## src/rtl/mul_seq.sv

```systemverilog
// ---------------------------------------------------------------------------
// mul_seq -- microprogram-style sequencer for an unsigned shift-and-add
// multiply on an external bit-slice datapath.
//
// The sequencer drives ALU / shift instructions and register addresses. The
// datapath holds the multiplicand in R[A], accumulates the high product half
// in R[B] and shifts the multiplier / low product half through Q.
//
// Sequence: IDLE -> LOADQ -> CLR -> STEP x N -> DONE -> IDLE.
// N is 64 for a 64-bit multiply and 32 for a 32-bit multiply.
//
// Optional feature: define MULSEQ_ABORT_EN to add the abort input. When it is
// set, abort cancels a running operation (LOADQ/CLR/STEP) with no done pulse.
//
// Parameters
//   ISS_SHR   status/shift code for the double-length right shift used in STEP
//   ISS_HOLD  status/shift code for no shift, used in every other state
//
// Ports
//   clk       clock, rising edge
//   reset     asynchronous, active-high
//   start     request a multiply (sampled only in IDLE)
//   ra_mcand  multiplicand register address (latched at start)
//   rb_acc    accumulator register address (latched at start)
//   half      1 = 32-bit, 0 = 64-bit (latched at start)
//   CT        datapath conditional test (Q LSB during STEP)
//   abort     cancel request (MULSEQ_ABORT_EN builds only)
//   Ialu      ALU instruction {dest[8:6], func[5:3], src[2:0]}
//   A, B      datapath register addresses
//   C0        datapath carry-in (always 0)
//   Iss       status/shift instruction
//   nCEM      machine status enable, active-low (always 1)
//   nCEN      micro status enable, active-low (0 only in STEP)
//   mode32    latched half, to the datapath
//   load_d    D bus must carry the multiplier (LOADQ)
//   busy      operation in progress (LOADQ, CLR, STEP)
//   done      one-cycle completion pulse (DONE)
// ---------------------------------------------------------------------------
module mul_seq #(
    parameter logic [12:0] ISS_SHR  = 13'h0,
    parameter logic [12:0] ISS_HOLD = 13'h0
) (
    input  logic        clk,
    input  logic        reset,
    input  logic        start,
    input  logic [3:0]  ra_mcand,
    input  logic [3:0]  rb_acc,
    input  logic        half,
    input  logic        CT,
`ifdef MULSEQ_ABORT_EN
    input  logic        abort,
`endif
    output logic [8:0]  Ialu,
    output logic [3:0]  A,
    output logic [3:0]  B,
    output logic        C0,
    output logic [12:0] Iss,
    output logic        nCEM,
    output logic        nCEN,
    output logic        mode32,
    output logic        load_d,
    output logic        busy,
    output logic        done
);

    // ALU instruction codes
    localparam logic [8:0] IALU_NOP    = 9'h05B;  // no register write
    localparam logic [8:0] IALU_LOADQ  = 9'h01F;  // Q <= D
    localparam logic [8:0] IALU_CLR    = 9'h0E3;  // R[B] <= 0
    localparam logic [8:0] IALU_ADD    = 9'h101;  // R[B] + R[A], RAMQD
    localparam logic [8:0] IALU_PASS   = 9'h11B;  // R[B] pass,   RAMQD

    typedef enum logic [2:0] {
        IDLE  = 3'd0,
        LOADQ = 3'd1,
        CLR   = 3'd2,
        STEP  = 3'd3,
        DONE  = 3'd4
    } state_t;

    state_t     state;
    state_t     state_nxt;
    logic [5:0] count;
    logic [5:0] count_nxt;
    logic       last_step;
    logic       accept;
    logic       cancel;

    // Last step index depends on the latched width, never on the live input.
    assign last_step = (count == (mode32 ? 6'd31 : 6'd63));
    assign accept    = (state == IDLE) && start;

`ifdef MULSEQ_ABORT_EN
    assign cancel = abort && ((state == LOADQ) || (state == CLR) || (state == STEP));
`else
    assign cancel = 1'b0;
`endif

    // State and step counter register
    always_ff @(posedge clk or posedge reset) begin
        if (reset) begin
            state <= IDLE;
            count <= 6'd0;
        end else begin
            state <= state_nxt;
            count <= count_nxt;
        end
    end

    // Operand addresses and width are captured once, on the accepting edge,
    // so later changes on ra_mcand/rb_acc/half cannot disturb an operation.
    always_ff @(posedge clk or posedge reset) begin
        if (reset) begin
            A      <= 4'd0;
            B      <= 4'd0;
            mode32 <= 1'b0;
        end else if (accept) begin
            A      <= ra_mcand;
            B      <= rb_acc;
            mode32 <= half;
        end
    end

    // Next-state and counter logic
    always_comb begin
        state_nxt = state;
        count_nxt = count;
        case (state)
            IDLE: begin
                count_nxt = 6'd0;
                if (start) begin
                    state_nxt = LOADQ;
                end
            end
            LOADQ: begin
                state_nxt = CLR;
            end
            CLR: begin
                state_nxt = STEP;
                count_nxt = 6'd0;
            end
            STEP: begin
                if (last_step) begin
                    state_nxt = DONE;
                    count_nxt = 6'd0;
                end else begin
                    count_nxt = count + 6'd1;
                end
            end
            DONE: begin
                state_nxt = IDLE;
            end
            default: begin
                state_nxt = IDLE;
                count_nxt = 6'd0;
            end
        endcase
        if (cancel) begin
            state_nxt = IDLE;
            count_nxt = 6'd0;
        end
    end

    // Output decode; CT reaches Ialu combinationally only in STEP.
    always_comb begin
        Ialu   = IALU_NOP;
        Iss    = ISS_HOLD;
        nCEN   = 1'b1;
        load_d = 1'b0;
        busy   = 1'b0;
        done   = 1'b0;
        case (state)
            LOADQ: begin
                Ialu   = IALU_LOADQ;
                load_d = 1'b1;
                busy   = 1'b1;
            end
            CLR: begin
                Ialu = IALU_CLR;
                busy = 1'b1;
            end
            STEP: begin
                Ialu = CT ? IALU_ADD : IALU_PASS;
                Iss  = ISS_SHR;
                nCEN = 1'b0;
                busy = 1'b1;
            end
            DONE: begin
                done = 1'b1;
            end
            default: begin
                Ialu = IALU_NOP;
            end
        endcase
    end

    assign C0   = 1'b0;
    assign nCEM = 1'b1;

endmodule

```

## config.mk

```make
export PLATFORM = sky130hd
export DESIGN_NAME = mul_seq
export DESIGN_NICKNAME = d
export VERILOG_FILES = /design/src/rtl/mul_seq.sv
export SDC_FILE = /design/constraint.sdc
export NUM_CORES = 1
export LEC_CHECK = 0
export ABC_CLOCK_PERIOD_IN_PS = 1500
export CAP_MARGIN = 15
export CORE_AREA = 4 4 60 62
export DETAILED_ROUTE_END_ITERATION = 6
export DIE_AREA = 0 0 64 66
export GPL_ROUTABILITY_DRIVEN = 0
export PLACE_DENSITY = 0.71
export SYNTH_ARGS = -nofsm -noshare
export SYNTH_HDL_FRONTEND = slang
export SYNTH_SLANG_ARGS = --single-unit
```

## constraint.sdc

```tcl
create_clock -name clk -period 1.5 [get_ports clk]
set_input_delay 0.3 -clock clk [delete_from_list [all_inputs] [get_ports clk]]
set_output_delay 0.3 -clock clk [all_outputs]
set_load 0.02 [all_outputs]
```

Word level (Yosys, flattened, before mapping)

Cells that the tools add are included.

Reductions and logical operators: 5
$add $sub $neg: 1
Equal/unequal tests: 7
Mux-type cells: 12

Operators with widths:

| cell                                                                   | number |
|---|---|
| 9-bit case mux with 3 select lines                                     | 1 |
| 6-bit two-way mux                                                      | 2 |
| 3-bit case mux with 4 select lines                                     | 1 |
| 6-bit case mux with 2 select lines                                     | 1 |
| 6-bit by 1-bit adder with 6-bit output (second input constant)         | 1 |
| 3-bit by 2-bit equality test with 1-bit output (second input constant) | 2 |
| 6-bit equality test                                                    | 1 |
| 3-bit two-way mux                                                      | 2 |
| 5-bit two-way mux                                                      | 1 |
| 1-bit two-way mux                                                      | 4 |
| 2-bit inequality test (second input constant)                          | 2 |
| 3-bit by 1-bit equality test with 1-bit output (second input constant) | 1 |
| 3-bit equality test (second input constant)                            | 1 |
| 3-bit zero test                                                        | 1 |
| 3-bit OR reduction                                                     | 1 |
| 2-bit AND reduction                                                    | 1 |
| 2-bit OR reduction                                                     | 1 |
| 1-bit logical AND                                                      | 1 |

Input bits: 13
Register bits: 18

Longest topological paths before layout

Gate-level depths: netlist of the first run.

Word-level depth: 4
Gate-level depth with buffers: 8

Least setup slack after synthesis of the first run

OpenSTA, ideal clock, no wires.

Kind: register to output
Start point: register state[1]
End point: output Ialu[4]
Data required time: 1.200 ns
Path buffers: 2
Setup slack: -0.707 ns
Stages on the path, launching flop included: 5
Data arrival time: 1.907 ns
Path through: dfrtp_1 -> clkbuf_1 -> nor3b_1 -> a21oi_1 -> buf_4

Cells in the longest elaborated chain, start to end: 2
Elaborated cells on any way between the ends: 4
Those cells by class: eq/ne: 3; mux: 1

RTL lines:

| what                                                                                                                    | RTL line | RTL |
|---|---|---|
| start, declared                                                                                                         | 81       | `state_t state;` |
| start signal, assigned                                                                                                  | 105      | `state <= state_nxt;` |
| 3-bit by 2-bit equality test with 1-bit output / 3-bit by 1-bit equality test with 1-bit output (equally long branches) | 172      | `case (state)` |
| 9-bit case mux with 3 select lines *                                                                                    | 172      |  |
| end, declared                                                                                                           | 53       | `output logic [8:0] Ialu,` |

Mark *: on every way between the ends. The rest lies on a longest branch, timed or not.

Worst setup path in the final report of the first run

Start point: register state[0]
End point: output Ialu[3]

Same word-level chain as after synthesis.

==> results.py, run 1 <==
metrics = {
    "status": {
        "status": "finished, violations left",
        "violations": "negative setup slack",
    },
    "final_layout": {
        "final_nets": 162,
        "layout-drive-gt1-share": 0.374,
        "fillCellCount": 295,
        "final_util": 0.500,
        "syn2layout_area_growth_pct": 47.4,
        "final_cell_area_sq_um": 1510,
        "n_antenna_cell": 0,
        "multi_input_area_sq_um": 512,
        "regArea_sq_um": 453,
    },
    "global_route": {
        "grt_usage": 0.117,
        "grt_pass1_wl_mm": 3.95,
        "antenna_found_initial": 0,
        "grt.overflow.total": 0,
        "grt_pass1_vias": 907,
        "grt_max_degree": 19,
    },
    "floorplanning": {
        "io_pins": 50,
        "core_sq_um": 3030,
        "die_h_um": 66,
        "initial_utilization": 0.339,
        "fp.dieW_um": 64,
        "row_count": 20,
        "die_area_sq_um": 4220,
    },
    "setup_path": {
        "worstPathMaxFanout": 5,
        "critPathKind": "reg2out",
        "critPathLaunchType": "flip-flop",
        "cp_data_arrival_time_ns": 1.31,
        "required_ns": 1.20,
        "end_kind": "output port",
    },
    "sta": {
        "setup_violations": 20,
        "fin_tns_setup_ns": -1.12,
        "hold_viol": 0,
        "grt_setup_unrepaired": "true",
        "setup_ws_ns": -0.111,
        "post-route-min-period_ns": 1.61,
        "maxSlewViolCount": 0,
        "fmax_mhz": 621,
        "fin_crit_sh": 1.07,
        "skew_ns": 0.00964,
    },
    "yosys": {
        "ys_seq_area_frac": 0.439,
        "synth_edf_count": 0,
        "ys_ff_latch": 18,
        "netlist_area_sq_um": 1030,
        "synth_top_area_frac": 0.439,
        "synth_most_common_cell": "buf_4",
        "yosysWarnings": 0,
        "synthArstFlopShare": 1.00,
        "synth_top_flop_cell": "dfrtp_1",
        "syn_inst": 101,
        "synthTopCellsByArea": "dfrtp_1, buf_4, mux2_2, nand2_1, nor2_1",
        "syn-mean-instance-area_sq_um": 10.2,
        "synthDistinctLibCells": 31,
        "synth_area_leader_cell": "dfrtp_1",
        "synth_top_cells_by_count": "buf_4, dfrtp_1, mux2_2, nand2_1, nor2_1",
    },
    "power": {
        "swShare": 0.390,
        "p_clk_frac": 0.132,
        "ir_worst_vdd_mv": 0.567,
        "p_switching_w": 0.000716,
        "leakage_nw": 0.749,
        "pwr-share-seq": 0.389,
        "p_total_w": 0.00184,
        "p_int_w": 0.00112,
        "power.density_nw_per_um2": 1220,
        "combPwrFrac": 0.479,
    },
    "clocking": {
        "clkTransAtPathRegs_ns": 0.10,
        "cts_root_buf": "clkbuf_4",
        "cts_buffers": 3,
        "cts_max_level": 1,
        "clock_path_buffers": 2,
        "clk_latency_ns": 0.29,
        "cts.sinks": 18,
        "cts_tree": "done",
    },
    "place": {
        "numPortBuffers": 33,
        "dp_hpwl_mm": 1.88,
        "dpl_cell_area_sq_um": 1420,
    },
    "run": {
        "drv_cap": 0,
    },
    "worst_hold_path": {
        "min_path_type": "in2async",
    },
    "routing": {
        "drt-vias-per-instance": 4.56,
        "wl_per_cell_um": 12.5,
        "vias": 871,
        "drt_iter0_drc": 7,
        "route.detailed.drc": 0,
        "routed_wl_mm": 2.39,
        "antenna_left": 0,
        "drt_pass1_iterations": 4,
    },
}
-- critical path: stages, from the launching register on --
cell     delay, ns
dfrtp_1       0.43
nor2b_4       0.15
and2_4        0.16
a21oi_4       0.14
buf_6         0.14
-- sequential cells by signal, summed over array words and instances (netlist names) --
register,count
state,3
count,6
B,4
mode32,1
A,4
-- metrics by stage --
stage | worst slack, ns | hold slack, ns | std cells
6_report | -0.111 | 0.315 | 191
2_1_floorplan | -0.0552 | 0.239 | 115
5_1_grt | -0.189 | 0.324 | 191
4_1_cts | -0.135 | 0.312 | 191
3_3_place_gp | -0.335 | 0.473 | 183
3_5_place_dp | -0.350 | 0.483 | 183
-- worst paths after layout --
| kind | start | to | slack (ns) | cells past startpoint |
|---|---|---|---|---|
| min reg2reg | count[4]$_DFFE_PP0N_ | count[4]$_DFFE_PP0N_ | 0.50 | 1 |
| max in group asynchronous | reset | state[2]$_DFFE_PP0P_ | 0.97 | 3 |
| max | state[0]$_DFFE_PP0P_ | Ialu[3] | -0.11 | 4 |
| min | reset | A[3]$_DFFE_PP0P_ | 0.32 | 3 |
| max reg2reg | state[1]$_DFFE_PP0P_ | B[2]$_DFFE_PP0P_ | -0.06 | 4 |
| min in group clk | count[4]$_DFFE_PP0N_ | count[4]$_DFFE_PP0N_ | 0.50 | 1 |
-- cells in the final DEF, fill, tap and decap left out, types with 2 or more instances in the layout --
cell type / netlist / routed
inv_1: 3 / 2
a21oi_1: 4 / 3
dlygate4sd2_1: 0 / 9
clkbuf_4: 0 / 3
inv_2: 1 / 2
dfrtp_2: 0 / 2
buf_6: 1 / 12
nand2_1: 9 / 8
nand4_1: 2 / 2
o21ai_0: 3 / 2
dfrtp_1: 18 / 16
conb_1: 2 / 16
nor2_1: 8 / 6
clkdlybuf4s50_1: 0 / 12
nand3_1: 3 / 3
nor3b_4: 0 / 2
mux2_2: 9 / 9
buf_4: 19 / 15
nor2_2: 0 / 2
and3_1: 2 / 2
-- cells by family after synthesis --
logic type                 share of synthesized area
AOI/OAI and AO/OA                             0.0976
xor gates and xnor gates                     0.00854
adders and majority gates                     0.0122
buffers and inverters                          0.168
DFF                                            0.439
muxes                                         0.0988
other                                        0.00732
and+or+nand+nor                                0.168
-- area by class of cell --
class                      count  area share
clock buffer                   4      0.0174
sequential                    18       0.299
timing repair buffer          49       0.299
tap                           44      0.0364
inverter                       4     0.00993
multi-input combinational     72       0.338
-- repair_timing --
| item | 4_1_cts | 5_1_grt |
|---|---|---|
| setup endpoints to repair | 30 | 25 |
| gates resized for setup | 76 | 15 |
| gates cloned | 1 | 0 |
| setup buffers | 3 | 0 |
| hold buffers | 0 | 0 |
| pin swaps | 3 | 0 |
-- per-layer routing --
metal | track usage | up-vias | routed length (um)
li1 | - | 401 | -
met1 | 0.129 | 427 | 933
met2 | 0.195 | 41 | 1210
met3 | 0.0544 | 2 | 236
met4 | 0.0458 | 0 | 10
met5 | 0 | - | 0
-- power by group through the flow --
| stage | combinational, W | clock [W] | sequential [W] |
|---|---|---|---|
| after floorplan | 0.000558 | 0 | 0.000728 |
| after global placement | 0.000811 | 0 | 0.000709 |
| after detailed placement | 0.000847 | 0 | 0.000722 |
| after CTS | 0.000832 | 0.000256 | 0.000711 |
| after global routing | 0.000948 | 0.000285 | 0.000734 |
| final | 0.000881 | 0.000243 | 0.000715 |
Note: power is estimated with default switching activity, not from simulation.
==> inputs of run 2 (changes only) <==
Settings changed: CORE_AREA 4 4 60 62 to 4 4 59 61, DIE_AREA 0 0 64 66 to 0 0 63 65, PLACE_DENSITY 0.71 to 0.73.
==> results.py, run 2 (synthesis gave the netlist of run 1 again) <==
metrics = {
    "floorplanning": {
        "fp.dieW_um": 63,
        "io_pins": 50,
        "die_h_um": 65,
        "row_count": 20,
        "initial_utilization": 0.345,
        "die_area_sq_um": 4100,
        "core_sq_um": 2980,
    },
    "clocking": {
        "cts_tree": "done",
        "cts_max_level": 1,
        "cts_root_buf": "clkbuf_4",
        "clkTransAtPathRegs_ns": 0.10,
        "cts-hold-fix-buffers": 0,
        "cts_buffers": 3,
        "cts.sinks": 18,
        "clock_path_buffers": 2,
        "clk_latency_ns": 0.28,
    },
    "final_layout": {
        "layout.cells.non_filler": 181,
        "n_antenna_cell": 0,
        "largest-register": "count",
        "layout-drive-gt1-share": 0.345,
        "top_regs": "count x6, A x4, B x4",
        "layout_commonest_cell": "buf_4",
        "final_util": 0.493,
        "final_nets": 163,
        "syn2layout_area_growth_pct": 43.2,
        "final_cell_mix": "buf_4, dfrtp_1, conb_1",
        "largest_register_ff_count": 6,
    },
    "sta": {
        "fmax_mhz": 619,
        "skew_ns": 0.00134,
        "post-route-min-period_ns": 1.62,
        "grt_setup_unrepaired": "true",
        "fin_crit_sh": 1.08,
        "hold_viol": 0,
        "maxSlewViolCount": 0,
        "setup_violations": 20,
        "setup_ws_ns": -0.116,
    },
    "power": {
        "leakage_nw": 0.733,
        "power.density_nw_per_um2": 1260,
        "ir_worst_vdd_mv": 0.595,
    },
    "setup_path": {
        "worstPathMaxFanout": 5,
        "rr_endpoint": "mode32$_DFFE_PP0P_",
        "critPathLaunchType": "flip-flop",
        "critPathKind": "reg2out",
        "cpMaxStageDelayCell": "dfrtp_1",
        "path_delay_family": "flip-flops",
        "end_kind": "output port",
        "cp_data_arrival_time_ns": 1.32,
        "max_stage_delay_ns": 0.43,
        "r2r-start": "state[0]$_DFFE_PP0P_",
        "crit_chain": "nor2b_4 > and2_4 > a21oi_4 > buf_4",
        "path_buf_inv": 1,
        "r2r_slack_ns": -0.10,
        "required_ns": 1.20,
        "r2r_cells": 4,
    },
    "global_route": {
        "grt_usage": 0.121,
        "grt_pass1_vias": 916,
        "grt_max_degree": 11,
        "grt_pass1_wl_mm": 3.99,
        "grt.overflow.total": 0,
        "antenna_found_initial": 0,
    },
    "routing": {
        "drt_iter0_drc": 12,
        "vias": 865,
        "route.detailed.drc": 0,
        "drt_pass1_iterations": 4,
        "wl_per_cell_um": 13.0,
        "drt-vias-per-instance": 4.78,
        "routed_wl_mm": 2.35,
        "antenna_left": 0,
    },
    "place": {
        "dp_hpwl_mm": 1.81,
        "numPortBuffers": 33,
        "dp_cells": 171,
        "place_worst_setup_slack_ns": -0.356,
    },
    "status": {
        "status": "finished, violations left",
        "violations": "negative setup slack",
    },
    "run": {
        "drv_cap": 0,
    },
    "worst_hold_path": {
        "min_path_type": "in2async",
    },
}
==> run 2: metrics by stage <==
step / TNS [ns] / hold WS (ns) / instance area (sq um) / power, W
floorplan: -0.0552 / 0.239 / 1120 / 0.00129
global placement: -3.75 / 0.472 / 1400 / 0.00151
detailed placement: -4.23 / 0.479 / 1400 / 0.00155
CTS: -1.97 / 0.279 / 1440 / 0.00183
global route: -2.94 / 0.302 / 1470 / 0.00198
finish: -1.45 / 0.276 / 1470 / 0.00184
==> run 2: per-layer routing <==
layer | share of wire | track usage
met1 | 0.37 | 0.115
met2 | 0.51 | 0.238
met3 | 0.12 | 0.0451
met4 | 0 | 0.0331
met5 | 0 | 0
==> run 2: cell type report <==
cell class	count	area, sq um
clock buffers	4	36.3
flip-flops and latches	18	453
well taps	33	41.3
inverters	4	15.0
multi-input cells	72	480
repair buffers	50	443
fillers	288	1510
==> run 2: timing repair <==
item / in CTS / in global routing
setup buffers: 3 / 2
cloned: 1 / 0
endpoints found under the setup margin: 30 / 22
pin swaps: 1 / 1
resized for setup: 75 / 3
==> run 2: worst reg2reg max path, stage by stage (launching register included) <==
cell	delay [ns]
dfrtp_1	0.43
buf_4	0.18
nor4b_4	0.36
buf_4	0.20
mux2_2	0.33
==> run 2: how the worst max path moves through the flow <==
stage                          from      end  cells after the start
2_1_floorplan  state[0]$_DFFE_PP0P_  Ialu[4]                      6
3_3_place_gp                     CT  Ialu[3]                      3
3_5_place_dp                     CT  Ialu[3]                      3
4_1_cts        state[0]$_DFFE_PP0P_  Ialu[3]                      4
5_1_grt        state[0]$_DFFE_PP0P_  Ialu[3]                      4
6_report       state[0]$_DFFE_PP0P_  Ialu[3]                      4
==> run 2: power by group <==
part           internal, W  total [W]  switching (W)
clock network     0.000148   0.000292       0.000144
logic             0.000407   0.000842       0.000435
registers         0.000600   0.000710       0.000111
